File: src/rtl/dmem_responder.sv
// dmem_responder: wait-stated data memory with word RAM, LED register and cycle-counter MMIO
module dmem_responder #(
  parameter int          DEPTH       = 64,
  parameter int          WAIT_CYCLES = 2,
  parameter logic [31:0] MMIO_BASE   = 32'hFFFF_0000
) (
  input  logic        clk,
  input  logic        reset,
  input  logic        req,
  input  logic        memwrite,
  input  logic [31:0] dataadr,
  input  logic [31:0] writedata,
  input  logic [3:0]  byteen,
  output logic        ready,
  output logic [31:0] readdata,
  output logic        err,
  output logic [15:0] leds
);
  localparam int AW = $clog2(DEPTH);
  typedef enum logic [1:0] {IDLE, BUSY, RESP} state_t;
  state_t state, state_nx;
  logic [3:0] wcnt, be_q, be;
  logic [31:0] adr_q, wd_q, cnt, rd_q, a, wd, rd;
  logic we_q, we, err_q, fire, is_ram, is_led, is_cnt, bad;
  logic [AW-1:0] idx;
  logic [31:0] ram [DEPTH];
  assign ready = state == RESP;
  assign err = err_q && state == RESP;
  assign readdata = rd_q;
  // Decode the live request in IDLE (zero-wait path) or the captured copy otherwise; pick next state
  always_comb begin
    a = state == IDLE ? dataadr : adr_q;
    wd = state == IDLE ? writedata : wd_q;
    we = state == IDLE ? memwrite : we_q;
    be = state == IDLE ? byteen : be_q;
    idx = a[AW+1:2];
    is_ram = a < 32'(DEPTH * 4);
    is_led = a == MMIO_BASE;
    is_cnt = a == MMIO_BASE + 32'd4;
    bad = a[1:0] != 2'b00 || !(is_ram || is_led || is_cnt);
    rd = (bad || we) ? 32'h0 : is_ram ? ram[idx] : is_led ? {16'h0, leds} : cnt;
    fire = (state == IDLE && req && WAIT_CYCLES == 0) || (state == BUSY && wcnt == 4'd1);
    state_nx = state == RESP ? IDLE : fire ? RESP : (state == IDLE && req) ? BUSY : state;
  end
  // State, request capture, wait countdown, free-running counter and response/LED registers
  always_ff @(posedge clk or negedge reset) begin
    if (!reset) begin
      state <= IDLE;
      wcnt <= '0;
      adr_q <= '0;
      wd_q <= '0;
      we_q <= 1'b0;
      be_q <= '0;
      cnt <= '0;
      rd_q <= '0;
      err_q <= 1'b0;
      leds <= '0;
    end else begin
      state <= state_nx;
      cnt <= cnt + 32'd1;
      if (state == IDLE && req) begin
        adr_q <= dataadr;
        wd_q <= writedata;
        we_q <= memwrite;
        be_q <= byteen;
        wcnt <= 4'(WAIT_CYCLES);
      end else if (state == BUSY) wcnt <= wcnt - 4'd1;
      if (fire) begin
        rd_q <= rd;
        err_q <= bad;
        if (we && is_led && !bad) begin
          if (be[0]) leds[7:0] <= wd[7:0];
          if (be[1]) leds[15:8] <= wd[15:8];
        end
      end
    end
  end
  // Byte-masked RAM store on the edge entering RESP; never while reset is asserted
  always_ff @(posedge clk) begin
    if (fire && we && is_ram && !bad && reset)
      for (int i = 0; i < 4; i++)
        if (be[i]) ram[idx][8*i +: 8] <= wd[8*i +: 8];
  end
endmodule
File: config.mk
export PLATFORM = sky130hd
export DESIGN_NAME = dmem_responder
export DESIGN_NICKNAME = d
export VERILOG_FILES = /design/src/rtl/dmem_responder.sv
export SDC_FILE = /design/constraint.sdc
export NUM_CORES = 2
export LEC_CHECK = 0
export CAP_MARGIN = 10
export CORE_MARGIN = 1
export CORE_UTILIZATION = 50
export CTS_CLUSTER_SIZE = 28
export DETAILED_ROUTE_END_ITERATION = 8
export PLACE_DENSITY_LB_ADDON = 0.2
export SETUP_SLACK_MARGIN = 0.3
export SYNTH_ARGS = -nofsm -noshare
export SYNTH_HDL_FRONTEND = slang
export SYNTH_SLANG_ARGS = --single-unit
File: constraint.sdc
create_clock -name clk -period 3.83 [get_ports clk]
set_clock_uncertainty 0.05 [all_clocks]
set_input_delay 0.5745 -clock clk [delete_from_list [all_inputs] [get_ports clk]]
set_output_delay 0.5745 -clock clk [all_outputs]
set_load 0.05 [all_outputs]
==> summary by stage <==
Cells and area
The net count of the finished layout is 7397. The number of filler instances in the final layout is 13.4k. The share of cells above drive strength 1 is 0.189. The area of the multi-input gates is 21800 µm². Registers take 65400 µm².

The design area is 106000 µm². Relative to the synthesized area, the layout overhead comes to 20.0%.

Placement
Port buffering added 121 buffers. Detailed placement finished with a half-perimeter wire length of 183000 µm. The post-placement setup slack is -0.632 ns. The routability congestion estimate from global placement is 0.906. The total cell area at the placement stage is 98600 µm².

STA
The hold violation total from the final report is 0. The measured slew at the worst slew-check pin is 1.20 ns. Based on the critical path, the design can be clocked at up to 281 MHz.

The part of the cycle the worst path needs is 0.928. Setup repair after global routing could not meet its margin everywhere. The relative slew slack is 0.195. The smallest clock period supported by the final layout is computed as 3.55 ns. The final count of negative-setup-slack endpoints is 0. In the post-route analysis, the smallest setup slack over all paths is 0.277 ns. The total count of max-transition violations in the final report is 0.

Power
The analysis attributes to cell leakage a power of 37.8 nW. The power density normalized to cell area is 865 nW/µm². The peak ir drop on the vdd network is 0.645 mV.

Status
The flow ran to the end, and the final reports show no timing, DRC or antenna violations.

Clock tree
The worst-skew pair later-pin latency is 0.86 ns. The clock edge transition at the registers on the reported setup and hold paths is 0.06 ns. In this run the number of H-tree levels came out at 4. The TritonCTS clock tree is yes. Counting the buffers created by CTS gives 215. CTS saw 2204 sinks. The clock tree root driver cell is sky130_fd_sc_hd__clkbuf_16. The maximum clock path buffer count is 3.

Synthesis
The commonest register cell after synthesis is sky130_fd_sc_hd__edfxtp_1. The synthesized design spends more area on one cell type than any other, namely sky130_fd_sc_hd__edfxtp_1. The count of yosys warnings during synthesis is 0. The share of Yosys cell area claimed by the top area cell type is 0.695. The synthesized design contains 2204 register bits. The number of nets in the synthesized netlist is 6633. After synthesis the cells add up to 88500 µm². The number of enable-type register cells in the synthesized netlist is 2048.

The netlist uses 72 different library cells. Synthesis produced 6558 cells. Sorting the synthesized cells by area gives the leading types as sky130_fd_sc_hd__edfxtp_1, sky130_fd_sc_hd__nand2_1, sky130_fd_sc_hd__dfrtp_1, sky130_fd_sc_hd__nand3_1, sky130_fd_sc_hd__mux2i_1. The fraction of registers with async set/reset is 0.0708. The synthesized area divided by synthesized cell count is 13.5 µm². The post-synthesis sequential area ratio is 0.739.

Critical path
The critical path startpoint category is a flop. The combined buffer and inverter count along the critical path is 2. The critical path goes through or2_2, buf_4, a31oi_4, buf_4, a21oi_1, nor3_1, nor3_1, o21ai_0, o21ai_1. The type of element capturing the critical path is a flop. For the worst setup path, the data required time is 4.52 ns. Broken down by cell family, the worst path's largest delay share belongs to simple AND/OR/NAND/NOR gates. Setup slack on the worst reg-to-reg path comes out at 0.28 ns. The cell type of the slowest stage on the worst timing path is sky130_fd_sc_hd__nor3_1. Data arrives at the worst endpoint at 4.24 ns. In this run the critical register-to-register path is launched from state[0]. The critical path is of the reg2reg type. Tracing the worst setup path back leads to its startpoint at state[0]. In this run the worst path has a maximum fanout of 9.

The delay of the slowest cell on the worst path is 0.61 ns.

Min path
The start point of the worst hold path is byteen[0]. The tightest min-delay check is of the in2reg type.

Routing
The detailed router finished its first iteration with 8609 violations. The number of remaining DRC errors is 0. The detail route stage leaves a number of antenna-violating nets equal to 0. The final wirelength is 283000 µm. The first detailed-routing pass ran for 6 iterations.

Dividing the detail-routed wire length by the instance count gives 28.8 µm. The via total after detailed routing is 60.5k. Dividing the detail-routed via count by the number of cells gives 6.15.

GRT
The first-pass GRT wire length is 405000 µm. After global routing the overflow that remains totals 0. The initial antenna violation count is 16.

For this run, the total global-route usage over all layers was measured as 0.312. The via count of the first global-routing pass is 58.2k. The largest net degree at the start of global routing is 77.

Floorplan
The region available for standard cell placement spans 176000 µm². Measured along the y axis, the die boundary spans 423 µm. The die covers 179000 µm². For this configuration, the core starts out at a cell density of 0.503.

The horizontal die dimension is 423 µm. Row generation in the floorplan step produced 154 rows. The total I/O pin count is 122.

Job
Across the run, the number of max-cap violations was 0.
==> metal layers <==
metal	routed length [µm]	vias to the layer above	GRT usage
met5	32	-	0
met4	14500	4	0.143
met3	31200	617	0.0640
met2	130000	3752	0.479
met1	108000	30200	0.430
li1	-	26000	-
==> cells in the final DEF, fill, tap and decap left out, types with 12 or more instances in the layout <==
master	count
sky130_fd_sc_hd__edfxtp_1	2048
sky130_fd_sc_hd__buf_4	771
sky130_fd_sc_hd__mux2i_1	175
sky130_fd_sc_hd__buf_12	94
sky130_fd_sc_hd__nor2_1	121
sky130_fd_sc_hd__and3_1	74
sky130_fd_sc_hd__nand3_1	532
sky130_fd_sc_hd__nor4_1	32
sky130_fd_sc_hd__clkbuf_1	42
sky130_fd_sc_hd__nor3_1	206
sky130_fd_sc_hd__a211oi_1	55
sky130_fd_sc_hd__a311oi_1	94
sky130_fd_sc_hd__o221ai_1	45
sky130_fd_sc_hd__o22ai_1	22
sky130_fd_sc_hd__clkinv_1	55
sky130_fd_sc_hd__o21ai_0	39
sky130_fd_sc_hd__a31oi_1	77
sky130_fd_sc_hd__xnor2_1	22
sky130_fd_sc_hd__bufinv_16	15
sky130_fd_sc_hd__mux2_4	17
sky130_fd_sc_hd__a22oi_1	19
sky130_fd_sc_hd__clkbuf_16	220
sky130_fd_sc_hd__clkdlybuf4s50_1	120
sky130_fd_sc_hd__nand4_1	33
sky130_fd_sc_hd__mux2_2	12
sky130_fd_sc_hd__clkinv_2	44
sky130_fd_sc_hd__mux4_2	61
sky130_fd_sc_hd__nand2_2	44
sky130_fd_sc_hd__a32oi_1	33
sky130_fd_sc_hd__nand2_1	1735
sky130_fd_sc_hd__o21ai_1	15
sky130_fd_sc_hd__a21oi_1	207
sky130_fd_sc_hd__dfrtp_1	155
==> final cells by class <==
cell class,instances,share of cell area
Timing Repair Buffer,1006,0.0874
Clock inverter,135,0.0108
Antenna cell,4,0.0000943
Sequential cell,2204,0.616
Tap cell,2340,0.0276
Clock buffer,262,0.0528
Inverter,9,0.000318
Multi-Input combinational cell,3886,0.205
==> report_power, final <==
part | total, mW | leakage, nW | internal [mW] | switching (mW)
sequential | 31.9 | 20.6 | 31.5 | 0.381
clock | 20.6 | 3.31 | 11.4 | 9.15
combinational | 39.5 | 13.8 | 12.1 | 27.4
total | 91.9 | 37.8 | 54.9 | 37.0
==> worst register-to-register path: stages (launching register included) <==
cell	delay, ns
sky130_fd_sc_hd__dfrtp_2	0.51
sky130_fd_sc_hd__or2_2	0.49
sky130_fd_sc_hd__buf_4	0.25
sky130_fd_sc_hd__a31oi_4	0.61
sky130_fd_sc_hd__buf_4	0.39
sky130_fd_sc_hd__a21oi_1	0.07
sky130_fd_sc_hd__nor3_1	0.61
sky130_fd_sc_hd__nor3_1	0.12
sky130_fd_sc_hd__o21ai_0	0.24
sky130_fd_sc_hd__o21ai_1	0.11
==> sequential cells by signal, summed over array words and instances, names as in the netlist <==
signal,cells
adr_q,32
be_q,4
cnt,32
err_q,1
leds,16
ram,2048
readdata,32
state,2
wcnt,4
wd_q,32
we_q,1
==> repair_timing <==
| action | in CTS | in global routing |
|---|---|---|
| endpoints found under the setup margin | 240 | 1070 |
| hold buffers | 1 | 0 |
| gates cloned | 0 | 6 |
| pin swaps | 4 | 4 |
| resized for setup | 39 | 71 |
| buffers inserted | 16 | 2 |
| hold endpoints to repair | 40 | 0 |
==> stage by stage <==
| stage | util | TNS [ns] | hold WS (ns) | power [mW] | std cells |
|---|---|---|---|---|---|
| 4_1_cts | 0.601 | 0 | 0.187 | 90.5 | 9834 |
| 5_1_grt | 0.604 | 0 | 0.230 | 94.7 | 9842 |
| 2_1_floorplan | - | 0 | 0.229 | 51.0 | 6558 |
| 3_5_place_dp | 0.561 | -21.90 | 0.413 | 69.7 | 9420 |
| 3_3_place_gp | 0.561 | -34.20 | 0.407 | 69.2 | 9419 |
| 6_report | 0.604 | 0 | 0.220 | 91.9 | 9846 |
==> Yosys cell counts (7+ instances only) <==
cell type,n
sky130_fd_sc_hd__mux4_2,61
sky130_fd_sc_hd__a211oi_1,57
sky130_fd_sc_hd__nand2b_1,7
sky130_fd_sc_hd__nor4_1,36
sky130_fd_sc_hd__nand4_1,33
sky130_fd_sc_hd__and3_1,74
sky130_fd_sc_hd__a21oi_1,211
sky130_fd_sc_hd__xor2_1,8
sky130_fd_sc_hd__nor2_1,133
sky130_fd_sc_hd__a21boi_0,7
sky130_fd_sc_hd__buf_1,91
sky130_fd_sc_hd__xnor2_1,22
sky130_fd_sc_hd__mux2i_1,175
sky130_fd_sc_hd__o221ai_1,48
sky130_fd_sc_hd__a32oi_1,33
sky130_fd_sc_hd__o22ai_1,22
sky130_fd_sc_hd__edfxtp_1,2048
sky130_fd_sc_hd__clkbuf_1,226
sky130_fd_sc_hd__nand2_1,1779
sky130_fd_sc_hd__mux2_2,13
sky130_fd_sc_hd__a311oi_1,98
sky130_fd_sc_hd__buf_2,123
sky130_fd_sc_hd__a22oi_1,20
sky130_fd_sc_hd__o21ai_1,13
sky130_fd_sc_hd__mux2_4,16
sky130_fd_sc_hd__o21ai_0,45
sky130_fd_sc_hd__o211ai_1,8
sky130_fd_sc_hd__nand3_1,532
sky130_fd_sc_hd__a31oi_1,82
sky130_fd_sc_hd__nor3_1,216
sky130_fd_sc_hd__buf_4,17
sky130_fd_sc_hd__a2111oi_0,37
sky130_fd_sc_hd__dfrtp_1,156
sky130_fd_sc_hd__inv_1,9
==> final timing paths <==
kind | to | depth (start not counted)
worst max register to register | readdata[5] | 9
max in group asynchronous | readdata[18] | 4
min in group asynchronous | adr_q[26] | 3
worst max-delay path | readdata[5] | 9
worst min register to register | wd_q[19] | 2
worst min-delay path | be_q[0] | 3
==> cells by family after synthesis <==
logic type,synth area share
AND/OR/NAND/NOR,0.138
flip-flops,0.739
AO/OA/AOI/OAI,0.0574
buffers and inverters,0.0226
multiplexers,0.0399
XOR/XNOR,0.00297
adder cells (fa/ha/maj),0.000424
No activity file was read; power rests on OpenSTA's default activity.
